===== config.mk =====
export PLATFORM = sky130hd
export DESIGN_NAME = ssd_scan_driver
export DESIGN_NICKNAME = d
export VERILOG_FILES = /design/src/rtl/ssd_scan_driver.sv
export SDC_FILE = /design/constraint.sdc
export NUM_CORES = 1
export LEC_CHECK = 0
export BUFFER_PORTS_ARGS = -buffer_cell sky130_fd_sc_hd__buf_2
export CAP_MARGIN = 10
export CORE_MARGIN = 4
export CORE_UTILIZATION = 55
export CTS_CLUSTER_DIAMETER = 40
export DETAILED_ROUTE_END_ITERATION = 12
export GPL_ROUTABILITY_DRIVEN = 0
export PLACE_DENSITY = 0.76
export SLEW_MARGIN = 0
export SYNTH_ARGS = -nofsm -noshare
export SYNTH_HDL_FRONTEND = slang
export SYNTH_SLANG_ARGS = --single-unit
export TNS_END_PERCENT = 10

===== constraint.sdc =====
create_clock -name board_clk -period 3.35 [get_ports board_clk]
set_clock_uncertainty 0.1 [all_clocks]
set_input_delay 0.5025 -clock board_clk [delete_from_list [all_inputs] [get_ports board_clk]]
set_output_delay 0.5025 -clock board_clk [all_outputs]
set_load 0.05 [all_outputs]

===== src/rtl/ssd_scan_driver.sv =====
// N-digit seven-segment scan driver: frame-synchronous shadow capture, leading-zero
// suppression, per-digit blank/dot control and PWM brightness; all outputs registered.
module ssd_scan_driver #(
  parameter int unsigned N_DIGITS  = 4,
  parameter int unsigned SCAN_BITS = 18,
  parameter int unsigned PWM_BITS  = 4
) (
  input  logic                    board_clk,
  input  logic                    Reset,
  input  logic [4*N_DIGITS-1:0]   digits_in,
  input  logic [N_DIGITS-1:0]     dp_in,
  input  logic [N_DIGITS-1:0]     blank_in,
  input  logic                    lz_suppress,
  input  logic [PWM_BITS-1:0]     brightness,
  output logic [N_DIGITS-1:0]     An,
  output logic [7:0]              Cath,
  output logic [2:0]              digit_idx,
  output logic                    frame_tick
);

  localparam int unsigned DIG_W = 4 * N_DIGITS;

  logic [SCAN_BITS-1:0] prescaler;
  logic [DIG_W-1:0]     sh_digits;
  logic [N_DIGITS-1:0]  sh_dp;
  logic [N_DIGITS-1:0]  sh_blank;
  logic                 sh_lz;
  logic [PWM_BITS-1:0]  sh_bri;

  logic                 slot_end_c;
  logic                 last_slot_c;
  logic                 frame_end_c;
  logic [PWM_BITS-1:0]  pwm_field_c;

  logic [3:0]           nib_c;
  logic                 dp_bit_c;
  logic                 blank_bit_c;
  logic                 supp_c;
  logic                 zero_run_c;
  logic                 lit_c;
  logic [N_DIGITS-1:0]  an_sel_c;
  logic [N_DIGITS-1:0]  an_next_c;
  logic [7:0]           cath_next_c;

  // Active-low abcdefg pattern for one hex nibble
  function automatic logic [6:0] hex7(input logic [3:0] v);
    logic [6:0] s;
    case (v)
      4'h0: s = 7'b0000001;
      4'h1: s = 7'b1001111;
      4'h2: s = 7'b0010010;
      4'h3: s = 7'b0000110;
      4'h4: s = 7'b1001100;
      4'h5: s = 7'b0100100;
      4'h6: s = 7'b0100000;
      4'h7: s = 7'b0001111;
      4'h8: s = 7'b0000000;
      4'h9: s = 7'b0000100;
      4'hA: s = 7'b0001000;
      4'hB: s = 7'b1100000;
      4'hC: s = 7'b0110001;
      4'hD: s = 7'b1000010;
      4'hE: s = 7'b0110000;
      default: s = 7'b0111000;
    endcase
    return s;
  endfunction

  assign slot_end_c  = &prescaler;
  assign last_slot_c = (digit_idx == 3'(N_DIGITS - 1));
  assign frame_end_c = slot_end_c && last_slot_c;
  assign pwm_field_c = prescaler[SCAN_BITS-1 -: PWM_BITS];

  // Slot decode from shadow state; zero_run tracks "all digits left of and including i are 0"
  always_comb begin
    nib_c       = 4'h0;
    dp_bit_c    = 1'b0;
    blank_bit_c = 1'b1;
    supp_c      = 1'b0;
    zero_run_c  = 1'b1;
    an_sel_c    = '1;
    for (int unsigned i = 0; i < N_DIGITS; i++) begin
      zero_run_c = zero_run_c && (sh_digits[4*(N_DIGITS-1-i) +: 4] == 4'h0);
      if (digit_idx == 3'(i)) begin
        nib_c                   = sh_digits[4*(N_DIGITS-1-i) +: 4];
        dp_bit_c                = sh_dp[N_DIGITS-1-i];
        blank_bit_c             = sh_blank[N_DIGITS-1-i];
        supp_c                  = sh_lz && zero_run_c && (i < N_DIGITS - 1);
        an_sel_c[N_DIGITS-1-i]  = 1'b0;
      end
    end

    lit_c = !blank_bit_c && (pwm_field_c < sh_bri) && !(supp_c && !dp_bit_c);

    an_next_c   = '1;
    cath_next_c = 8'hFF;
    if (lit_c) begin
      an_next_c   = an_sel_c;
      cath_next_c = {(supp_c ? 7'h7F : hex7(nib_c)), ~dp_bit_c};
    end
  end

  // Scan counters, frame-end capture and registered pin drive
  always_ff @(posedge board_clk or posedge Reset) begin
    if (Reset) begin
      prescaler  <= '0;
      digit_idx  <= 3'd0;
      frame_tick <= 1'b0;
      An         <= '1;
      Cath       <= 8'hFF;
      sh_digits  <= '0;
      sh_dp      <= '0;
      sh_blank   <= '1;
      sh_lz      <= 1'b0;
      sh_bri     <= '0;
    end else begin
      prescaler  <= prescaler + SCAN_BITS'(1);
      if (slot_end_c) begin
        digit_idx <= last_slot_c ? 3'd0 : digit_idx + 3'd1;
      end
      frame_tick <= frame_end_c;
      if (frame_end_c) begin
        sh_digits <= digits_in;
        sh_dp     <= dp_in;
        sh_blank  <= blank_in;
        sh_lz     <= lz_suppress;
        sh_bri    <= brightness;
      end
      An   <= an_next_c;
      Cath <= cath_next_c;
    end
  end

endmodule


==> results of run 1 <==
layout by cell type (no fill, tap or decap), types with 2 or more instances in the layout:
cell type,instances
a21boi_0,2
a21oi_1,5
a221oi_1,6
a22o_1,2
and2b_1,2
buf_2,46
buf_4,4
clkbuf_8,11
clkinv_2,2
clkinvlp_4,3
dfrtp_1,47
dfstp_2,16
ha_1,14
inv_1,17
mux2_2,3
mux2i_1,5
nand2_1,92
nand3_1,8
nand4_1,2
nor2_1,16
nor2b_1,4
nor3_1,7
nor4_4,2
o21ai_0,11
o221ai_1,4
or4_1,2
xnor2_1,10
xor2_1,6
per-stage QoR:
| step | std cells | hold slack, ns | setup WS, ns | instance area [um2] |
|---|---|---|---|---|
| after CTS | 435 | 0.242 | 0.477 | 3510 |
| final | 435 | 0.252 | 0.443 | 3510 |
| after floorplan | 310 | 0.331 | 0.439 | 3050 |
| after global routing | 435 | 0.246 | 0.246 | 3510 |
| after global placement | 419 | 0.352 | 0.664 | 3320 |
| after detailed placement | 419 | 0.356 | 0.515 | 3320 |
power breakdown:
part | internal (mW) | leakage (nW) | switching (mW) | total (mW)
clock | 0.306 | 0.0873 | 0.293 | 0.598
sequential | 0.762 | 0.680 | 0 | 0.762
combinational | 0.0132 | 0.951 | 0.0181 | 0.0313
total | 1.08 | 1.72 | 0.311 | 1.39
registers in the layout, summed over array words and instances, names as in the netlist:
| register | count |
|---|---|
| An | 4 |
| Cath | 8 |
| digit_idx | 3 |
| frame_tick | 1 |
| prescaler | 18 |
| sh_blank | 4 |
| sh_bri | 4 |
| sh_digits | 16 |
| sh_dp | 4 |
| sh_lz | 1 |
worst min-delay path by stage:
stage | endpoint | slack [ns] | cells after the start
global placement | sh_blank[0]$_DFFE_PP1P_ | 0.35 | 2
detailed placement | sh_blank[2]$_DFFE_PP1P_ | 0.36 | 2
CTS | sh_blank[0]$_DFFE_PP1P_ | 0.24 | 3
finish | sh_blank[0]$_DFFE_PP1P_ | 0.25 | 3
global route | sh_blank[0]$_DFFE_PP1P_ | 0.25 | 3
floorplan | sh_lz$_DFFE_PP0P_ | 0.33 | 2
per-layer routing:
metal,up-vias,GRT usage,part of all wire
li1,1129,-,-
met2,56,0.292,0.44
met4,0,0.0847,0.021
met1,1058,0.284,0.49
met3,10,0.0412,0.052
met5,-,0,0
kinds of logic after synthesis:
| group | count (synthesis) | synth area share |
|---|---|---|
| mux | 8 | 0.0275 |
| fa+ha+maj | 14 | 0.0574 |
| compound gates | 34 | 0.0771 |
| buf+inv | 29 | 0.0472 |
| xor+xnor | 16 | 0.0459 |
| simple gates | 146 | 0.221 |
| flops | 63 | 0.523 |
area by class of cell:
type	count	share of cell area
Clock buffer	11	0.0432
Multi-Input combinational cell	218	0.374
Tap cell	70	0.0250
Inverter	18	0.0193
Sequential cell	63	0.455
Clock inverter	5	0.00928
Timing Repair Buffer	50	0.0742
worst max-delay path: cells and delay by family, from the launching register on:
family	cells	cell delay, ns
and+or+nand+nor	3	0.62
adders and majority gates	2	0.69
buffers and inverters	2	0.27
DFF	1	0.44
muxes	1	0.31
AOI/OAI and AO/OA	3	0.43
==> metrics.yaml, run 1 <==
logic_synthesis:
  synth_top_area_cell: "dfrtp_1"
  synth.most_common_cell: "nand2_1"
  synthTopCellsByCount: "nand2_1 (92), dfrtp_1 (47), inv_1 (18), dfstp_2 (16), nor2_1 (16)"
  syn_inst: 310
  ys_seq_elements: 63
  async_flop_share: 1.00
  synth_edf_count: 0
  synth_top_area_frac: 0.386
  syn_avg_cell_area_um2: 9.84
  synth.distinct_cells: 41
  ys.flop_type: "dfrtp_1"
  synth_nets: 355
  seq_area_frac_synth: 0.523
  yosys_warnings: 0
  mappedNetlistArea_mm2: 0.00305
  synth_area_leaders: "dfrtp_1 (39%), dfstp_2 (14%), nand2_1 (11%)"
finish:
  ff_latch_area_mm2: 0.00160
  nets: 405
  layout-drive-gt1-share: 0.249
  antenna-diode-count: 0
  utilization: 0.669
  flow.area_growth_from_synthesis_pct: 14.9
  nFillCells: 436
  multi_input_area_mm2: 0.00131
clock_network:
  clock_path_buffers: 2
  clk_pin_slew_ns: 0.07
  htreeDepth: 3
  cts_resized: 0
  postCtsHoldBufs: 0
  cts_tree: "built"
  clk_latency_ns: 0.33
  root_buffer: "clkbuf_8"
  post-cts-setup-buffers: 0
  numCtsBuffers: 9
  clock-sinks: 63
sta:
  fin_tns_setup_ns: 0
  hold_violations: 0
  tightest_slew_ns: 0.756
  slew_headroom: 0.496
  fin_crit_sh: 0.868
  fmax_mhz: 344
  final-max-slew-violation-count: 0
  setup_viol: 0
  rsz0062_at_grt: "no"
  period_needed_ns: 2.91
setup_path:
  ff2ff_path_depth: 11
  crit_type: "flip-flop to flip-flop"
  crit_path_max_fanout: 11
  cp_slowest_stage_delay_ns: 0.44
  rr_endpoint: "Cath[6]$_DFF_PP1_"
  crit_required_ns: 3.53
  cp-startpoint: "digit_idx[0]$_DFFE_PP0P_"
  rrSetupSlack_ns: 0.44
  crit_chain: "inv_1 -> ha_1 -> or2_2 -> a221oi_1 -> a221oi_1 -> nor2b_1 -> inv_1 -> ha_1 -> o21ai_0 -> mux2_2 -> nand2_1"
  crit_end: "Cath[6]$_DFF_PP1_"
  arrival_ns: 3.09
  cpMaxStageDelayCell: "dfrtp_1"
  worstSetupEndpointType: "flip-flop"
  rr_startpoint: "digit_idx[0]$_DFFE_PP0P_"
  cp-start-kind: "flip-flop"
power_and_ir_drop:
  power_density_mw_per_mm2: 397
  ir_worst_vdd_v: 0.000341
  leakage_nw: 1.72
  p_total_mw: 1.39
detailed_routing:
  ant_nets: 0
  wl_per_cell_um: 13.4
  drt-total-wl_um: 5840
  num_vias: 2253
  firstDrtPassIters: 4
  drc: 0
  first_iter_violations: 152
  via_per_inst: 5.18
placed_design:
  port_buffers: 46
  hpwl_um: 4230
global_route:
  grt-ovfl-total: 0
  antenna_found_initial: 0
  track_usage: 0.199
  grt_pass1_vias: 2170
  grt_pass1_wl_um: 10200
  grt_max_degree: 64
floorplanning:
  dieArea_mm2: 0.00680
  rows: 26
  ios: 47
  floorplan.core_area_mm2: 0.00524
  die_w_um: 82.5
  die_y_um: 82.5
  start_util: 0.582
outcome:
  status: "complete, no violations"
worst_hold_path:
  hold_path.class: "input port to flip-flop"
  worstHoldStart: "blank_in[0]"
job:
  drv_cap: 0
Note: power is estimated with default switching activity, not from simulation.
==> run 2: changes to the inputs <==
--- a/config.mk
+++ b/config.mk
@@ -8,7 +8,7 @@
 export BUFFER_PORTS_ARGS = -buffer_cell sky130_fd_sc_hd__buf_2
 export CAP_MARGIN = 10
 export CORE_MARGIN = 4
-export CORE_UTILIZATION = 55
+export CORE_UTILIZATION = 51
 export CTS_CLUSTER_DIAMETER = 40
 export DETAILED_ROUTE_END_ITERATION = 12
 export GPL_ROUTABILITY_DRIVEN = 0
==> constraint.sdc (replaced) <==
create_clock -name board_clk -period 2.5 [get_ports board_clk]
set_clock_uncertainty 0.1 [all_clocks]
set_input_delay 0.375 -clock board_clk [delete_from_list [all_inputs] [get_ports board_clk]]
set_output_delay 0.375 -clock board_clk [all_outputs]
set_load 0.05 [all_outputs]
==> run 2 against run 1 <==
Net effect:
- critical endpoint unchanged
- first-iteration DRC count fell by 38%
- largest power group unchanged
- worst setup slack got worse by 0.43 ns
- final cell count rose by 3.4%
- power rose by 31%
- combinational power rose by 41%
- core utilization fell by 2.1 points
- clock power rose by 26%
- highest routed layer unchanged
==> metrics.yaml, run 2 (synthesis results as in run 1) <==
finish:
  largest_register_ffs: 18
  antenna-diode-count: 0
  utilization: 0.649
  multi_input_area_mm2: 0.00138
  ff_latch_area_mm2: 0.00160
  reg.largest.list: "prescaler (18), sh_digits (16), Cath (8)"
  layout_common_cells: "nand2_1 (92), buf_2 (46), dfrtp_1 (45)"
  mostFrequentLayoutCell: "nand2_1"
  largest-register: "prescaler"
  nFillCells: 466
  flow.area_growth_from_synthesis_pct: 20.0
  layout-drive-gt1-share: 0.310
  nets: 418
setup_path:
  crit_required_ns: 2.68
  arrival_ns: 2.67
  cp-start-kind: "flip-flop"
  rr_startpoint: "digit_idx[0]$_DFFE_PP0P_"
  crit_chain: "inv_1 -> ha_2 -> and2b_2 -> a221oi_4 -> a221oi_2 -> nor2b_4 -> inv_2 -> ha_1 -> o21ai_1 -> mux2_4 -> nand2_1"
  rr_endpoint: "Cath[6]$_DFF_PP1_"
  worstSetupEndpointType: "flip-flop"
  crit_path_max_fanout: 6
  cpMaxStageDelayCell: "dfrtp_2"
  rrSetupSlack_ns: 0.01
  crit_type: "flip-flop to flip-flop"
  cp_slowest_stage_delay_ns: 0.44
  ff2ff_path_depth: 11
sta:
  fin_tns_setup_ns: 0
  fmax_mhz: 402
  fin_crit_sh: 0.995
  setup_viol: 0
  slew_headroom: 0.595
  period_needed_ns: 2.49
  hold_violations: 0
  final-max-slew-violation-count: 0
  rsz0062_at_grt: "yes"
  tightest_slew_ns: 0.607
detailed_routing:
  num_vias: 2345
  wl_per_cell_um: 14.1
  drt-total-wl_um: 6330
  via_per_inst: 5.21
  ant_nets: 0
  first_iter_violations: 94
  firstDrtPassIters: 4
  drc: 0
floorplanning:
  rows: 27
  start_util: 0.541
  die_y_um: 85.3
  dieArea_mm2: 0.00728
  die_w_um: 85.3
  floorplan.core_area_mm2: 0.00564
  ios: 47
global_route:
  grtUsageMet3: 0.0515
  grt-ovfl-total: 0
  grt_pass1_wl_um: 10700
  grt_pass1_vias: 2275
  grt_max_degree: 31
  antenna_found_initial: 0
  grtUsageMet2: 0.275
  track_usage: 0.185
  met1_usage: 0.251
  grt.busiest_layer: "met2"
clock_network:
  htreeDepth: 3
  clock-sinks: 63
  numCtsBuffers: 9
  clk_latency_ns: 0.33
  clock_path_buffers: 2
  cts_tree: "built"
  clk_pin_slew_ns: 0.07
  root_buffer: "clkbuf_8"
placed_design:
  hpwl_um: 4600
  port_buffers: 46
worst_hold_path:
  hold_path.class: "input port to async pin"
job:
  drv_cap: 0
power_and_ir_drop:
  power_density_mw_per_mm2: 497
  ir_worst_vdd_v: 0.000354
  p_total_mw: 1.82
  leakage_nw: 1.79
outcome:
  status: "complete, no violations"
## run 2: worst max-delay path by stage
stage,depth (start not counted),startpoint,slack (ns),to
after floorplan,12,digit_idx[1]$_DFFE_PP0P_,-0.02,Cath[6]$_DFF_PP1_
after global placement,11,digit_idx[1]$_DFFE_PP0P_,0.14,Cath[4]$_DFF_PP1_
after detailed placement,11,digit_idx[0]$_DFFE_PP0P_,0.02,Cath[6]$_DFF_PP1_
after CTS,11,digit_idx[0]$_DFFE_PP0P_,0.006,Cath[6]$_DFF_PP1_
after global routing,11,digit_idx[0]$_DFFE_PP0P_,-0.08,Cath[6]$_DFF_PP1_
final,11,digit_idx[0]$_DFFE_PP0P_,0.01,Cath[6]$_DFF_PP1_
## run 2: repair_timing
| item | 4_1_cts | 5_1_grt |
|---|---|---|
| setup endpoints to repair | 1 | 6 |
| hold buffers | 0 | 0 |
| buffers inserted | 0 | 5 |
| pin swaps | 0 | 2 |
| gates resized for setup | 2 | 9 |
## run 2: area by class of cell
cell class | instances | area share
flip-flops and latches | 63 | 0.437
multi-input cells | 218 | 0.376
repair buffers | 63 | 0.0978
clock buffers | 12 | 0.0397
well taps | 72 | 0.0246
inverters | 18 | 0.0185
clock inverters | 4 | 0.00615
## run 2: routing by layer
metal  share of wire  vias up
met5               0        -
met4           0.022        0
met3           0.057       14
met2            0.45       88
met1            0.47     1087
li1                -     1156
## run 2: through the flow
step | cell area [um2] | worst slack (ns) | hold slack (ns) | std cells
after floorplan | 3080 | -0.0158 | 0.331 | 310
after global placement | 3410 | 0.143 | 0.351 | 429
after detailed placement | 3410 | 0.0207 | 0.354 | 429
after CTS | 3580 | 0.00557 | 0.0104 | 445
after global routing | 3660 | -0.0766 | 0.0445 | 450
final | 3660 | 0.0125 | 0.00811 | 450
## run 2: power breakdown
group          leakage (nW)  internal [mW]  switching (mW)  total [mW]
combinational          1.03         0.0188          0.0254      0.0441
sequential            0.677           1.02               0        1.02
clock                0.0861          0.382           0.371       0.752
total                  1.79           1.42           0.396        1.82
## run 2: critical path, delay by kind of cell (launching register included)
kind | cells | cell delay, ns
multiplexers | 1 | 0.28
buffers and inverters | 2 | 0.17
AO/OA/AOI/OAI | 3 | 0.40
AND/OR/NAND/NOR | 3 | 0.53
flip-flops | 1 | 0.44
adder cells (fa/ha/maj) | 2 | 0.50
==> run 3: changes to the inputs <==
--- a/config.mk
+++ b/config.mk
@@ -5,15 +5,17 @@
 export SDC_FILE = /design/constraint.sdc
 export NUM_CORES = 1
 export LEC_CHECK = 0
+export ABC_AREA = 1
 export BUFFER_PORTS_ARGS = -buffer_cell sky130_fd_sc_hd__buf_2
 export CAP_MARGIN = 10
 export CORE_MARGIN = 4
-export CORE_UTILIZATION = 51
+export CORE_UTILIZATION = 53
+export CTS_BUF_LIST = sky130_fd_sc_hd__clkbuf_4
 export CTS_CLUSTER_DIAMETER = 40
 export DETAILED_ROUTE_END_ITERATION = 12
 export GPL_ROUTABILITY_DRIVEN = 0
-export PLACE_DENSITY = 0.76
-export SLEW_MARGIN = 0
+export PLACE_DENSITY = 0.78
+export SLEW_MARGIN = 30
 export SYNTH_ARGS = -nofsm -noshare
 export SYNTH_HDL_FRONTEND = slang
 export SYNTH_SLANG_ARGS = --single-unit
==> run 3 against run 2 <==
Net effect:
- via count increased by 10%
- area after synthesis grew 6.8%
- die area rose by 2.5%
- sequential power about the same
- maximum frequency is 6.8% higher
- critical path depth rose by 2
- hold slack better by 0.067 ns
- non-clock buffer count is 11 lower
- clock power up 5.1%
- final area increased by 2.9%
- routed wire length is 0.43% higher
- register-to-register slack improved by 0.16 ns
- highest routed layer unchanged
==> metrics.yaml, run 3 <==
outcome:
  status: "complete, no violations"
sta:
  fmax_mhz: 429
  setup_viol: 0
  slew_headroom: 0.751
  hold_violations: 0
  fin_crit_sh: 0.932
  tightest_slew_ns: 0.371
  final-max-slew-violation-count: 0
  fin_tns_setup_ns: 0
  period_needed_ns: 2.33
  rsz0062_at_grt: "no"
setup_path:
  crit_path_max_fanout: 7
  rrSetupSlack_ns: 0.17
  crit_required_ns: 2.73
  rr_startpoint: "digit_idx[1]$_DFFE_PP0P_"
  cp-start-kind: "flip-flop"
  ff2ff_path_depth: 13
  rr_endpoint: "Cath[4]$_DFF_PP1_"
  crit_type: "flip-flop to flip-flop"
  arrival_ns: 2.56
  worstSetupEndpointType: "flip-flop"
logic_synthesis:
  synth_xor_area_frac: 0.0430
  synth.distinct_cells: 27
  synth_top_area_cell: "dfrtp_1"
  synth_compound_gate_area_share: 0.0645
  synth.most_common_cell: "nand2_1"
  syn_avg_cell_area_um2: 8.17
  seq_area_frac_synth: 0.490
  yosys.area_share.simple: 0.253
  synth_edf_count: 0
  async_flop_share: 1.00
  ys.flop_type: "dfrtp_1"
  synth_top_family_by_area: "simple AND/OR/NAND/NOR gates"
  synth_fa_ha_area_frac: 0.0538
  mappedNetlistArea_mm2: 0.00326
  syn_inst: 399
  synth_nets: 444
  ys_seq_elements: 63
  yosys_warnings: 0
  synth_area_leaders: "dfrtp_1 (36%), nand2_1 (14%), dfstp_2 (13%)"
  synth_top_area_frac: 0.361
  synthTopCellsByCount: "nand2_1 (122), inv_1 (67), dfrtp_1 (47), nand3_1 (27), nor2_1 (27)"
  synth_mux_area_frac: 0
clock_network:
  numCtsBuffers: 9
  clk_pin_slew_ns: 0.12
  clk_latency_ns: 0.41
  cts_tree: "built"
  clock_path_buffers: 2
  post-cts-setup-buffers: 0
  clock-sinks: 63
  htreeDepth: 3
  root_buffer: "clkbuf_4"
power_and_ir_drop:
  ir_worst_vdd_v: 0.000275
  p_total_mw: 1.86
  power_density_mw_per_mm2: 495
  p_comb_frac: 0.029
  seqPwrFrac: 0.547
  internal_power_mw: 1.45
  switching_share: 0.222
  p_sw_mw: 0.414
  pwr-share-clk: 0.424
  leakage_nw: 2.14
placed_design:
  hpwl_um: 4690
  place_area_mm2: 0.00358
  dp_cells: 517
  port_buffers: 46
detailed_routing:
  via_per_inst: 4.85
  drc: 0
  drt-total-wl_um: 6360
  ant_nets: 0
  firstDrtPassIters: 4
  first_iter_violations: 189
  wl_per_cell_um: 11.9
  num_vias: 2590
global_route:
  grt-ovfl-total: 0
  grt_pass1_vias: 2420
  antenna_found_initial: 0
  grt_max_degree: 64
  track_usage: 0.187
  grt_pass1_wl_um: 11000
floorplanning:
  die_y_um: 86.4
  ios: 47
  floorplan.core_area_mm2: 0.00596
  die_w_um: 86.4
  start_util: 0.547
  rows: 28
  dieArea_mm2: 0.00747
finish:
  nets: 499
  layout_common_cells: "nand2_1 (122), inv_1 (66), dfrtp_1 (47)"
  nFillCells: 520
  largest-register: "prescaler"
  instances_no_fill: 534
  finalInstanceArea_mm2: 0.00377
  antenna-diode-count: 0
  flow.area_growth_from_synthesis_pct: 15.6
  reg.largest.list: "prescaler (18), sh_digits (16), Cath (8)"
  largest_register_ffs: 18
  layout-drive-gt1-share: 0.209
  mostFrequentLayoutCell: "nand2_1"
job:
  drv_cap: 0
worst_hold_path:
  hold_path.class: "input port to flip-flop"
  min_delay_worst_endpoint: "sh_blank[1]$_DFFE_PP1P_"
  worstHoldStart: "blank_in[1]"
  hold_depth: 3
run 3: changes by cell type in the layout (fill, tap and decap cells not counted), sizes merged, moves of 5 or more:
| cell | before | now |
|---|---|---|
| o21ai | 11 | 35 |
| nand3 | 9 | 30 |
| nand2 | 92 | 122 |
| mux2i | 5 | 0 |
| nor3 | 7 | 1 |
| inv | 18 | 67 |
| buf | 63 | 51 |
| a221oi | 6 | 0 |
| nor2 | 16 | 28 |
run 3: kinds of logic (layout without fill, tap and decap cells):
family,after synthesis,count (layout)
flops,63,63
buf+inv,75,135
simple gates,191,191
fa+ha+maj,14,14
compound gates,40,40
xor+xnor,16,16
run 3: cell type report:
cell class                 instances  area, um2  area share
clock buffer                       9       67.6      0.0179
timing repair buffer              52        303      0.0804
tap                               75       93.8      0.0249
sequential                        63       1600       0.424
multi-input combinational        261       1360       0.360
clock inverter                     7       97.6      0.0259
inverter                          67        251      0.0668
run 3: worst max-delay path by stage:
stage	slack, ns	endpoint	cells after the start	start
floorplan	0.16	Cath[4]$_DFF_PP1_	16	digit_idx[0]$_DFFE_PP0P_
global placement	0.32	Cath[4]$_DFF_PP1_	13	digit_idx[1]$_DFFE_PP0P_
detailed placement	0.24	Cath[4]$_DFF_PP1_	13	digit_idx[1]$_DFFE_PP0P_
CTS	0.20	Cath[4]$_DFF_PP1_	13	digit_idx[1]$_DFFE_PP0P_
global route	0.01	Cath[4]$_DFF_PP1_	13	digit_idx[1]$_DFFE_PP0P_
finish	0.17	Cath[4]$_DFF_PP1_	13	digit_idx[1]$_DFFE_PP0P_
run 3: routing by layer:
layer	global-route usage	share of wire
met2	0.284	0.46
met5	0	0
met3	0.0409	0.059
met1	0.253	0.46
met4	0.0935	0.020
run 3: power groups by stage:
stage,Clock [mW],Sequential [mW],Combinational [mW]
finish,0.790,1.02,0.0544
global route,0.853,1.02,0.0654
CTS,0.809,1.02,0.0567
detailed placement,0,1.04,0.0552
global placement,0,1.04,0.0543
floorplan,0,1.04,0.0226
run 3: what timing repair did:
action	CTS	global route
gates resized for setup	0	2
hold buffers	1	0
hold endpoints to repair	47	0
setup endpoints to repair	0	3
run 3: per-stage QoR:
| step | setup WS, ns | util | hold slack, ns |
|---|---|---|---|
| after floorplan | 0.160 | - | 0.322 |
| after global placement | 0.315 | 0.602 | 0.338 |
| after detailed placement | 0.240 | 0.602 | 0.353 |
| after CTS | 0.197 | 0.631 | 0.0461 |
| after global routing | 0.0111 | 0.632 | 0.0712 |
| final | 0.171 | 0.632 | 0.0752 |
run 3: worst max-delay path, stage by stage (launching register included):
cell	delay, ns
dfrtp_1	0.45
inv_1	0.10
ha_1	0.23
nand2_1	0.16
or2_2	0.31
nand3_1	0.08
nand2_1	0.06
nand2_1	0.15
inv_1	0.08
ha_1	0.27
nand2_1	0.07
nand2_1	0.05
nand2_1	0.05
nand3_1	0.07
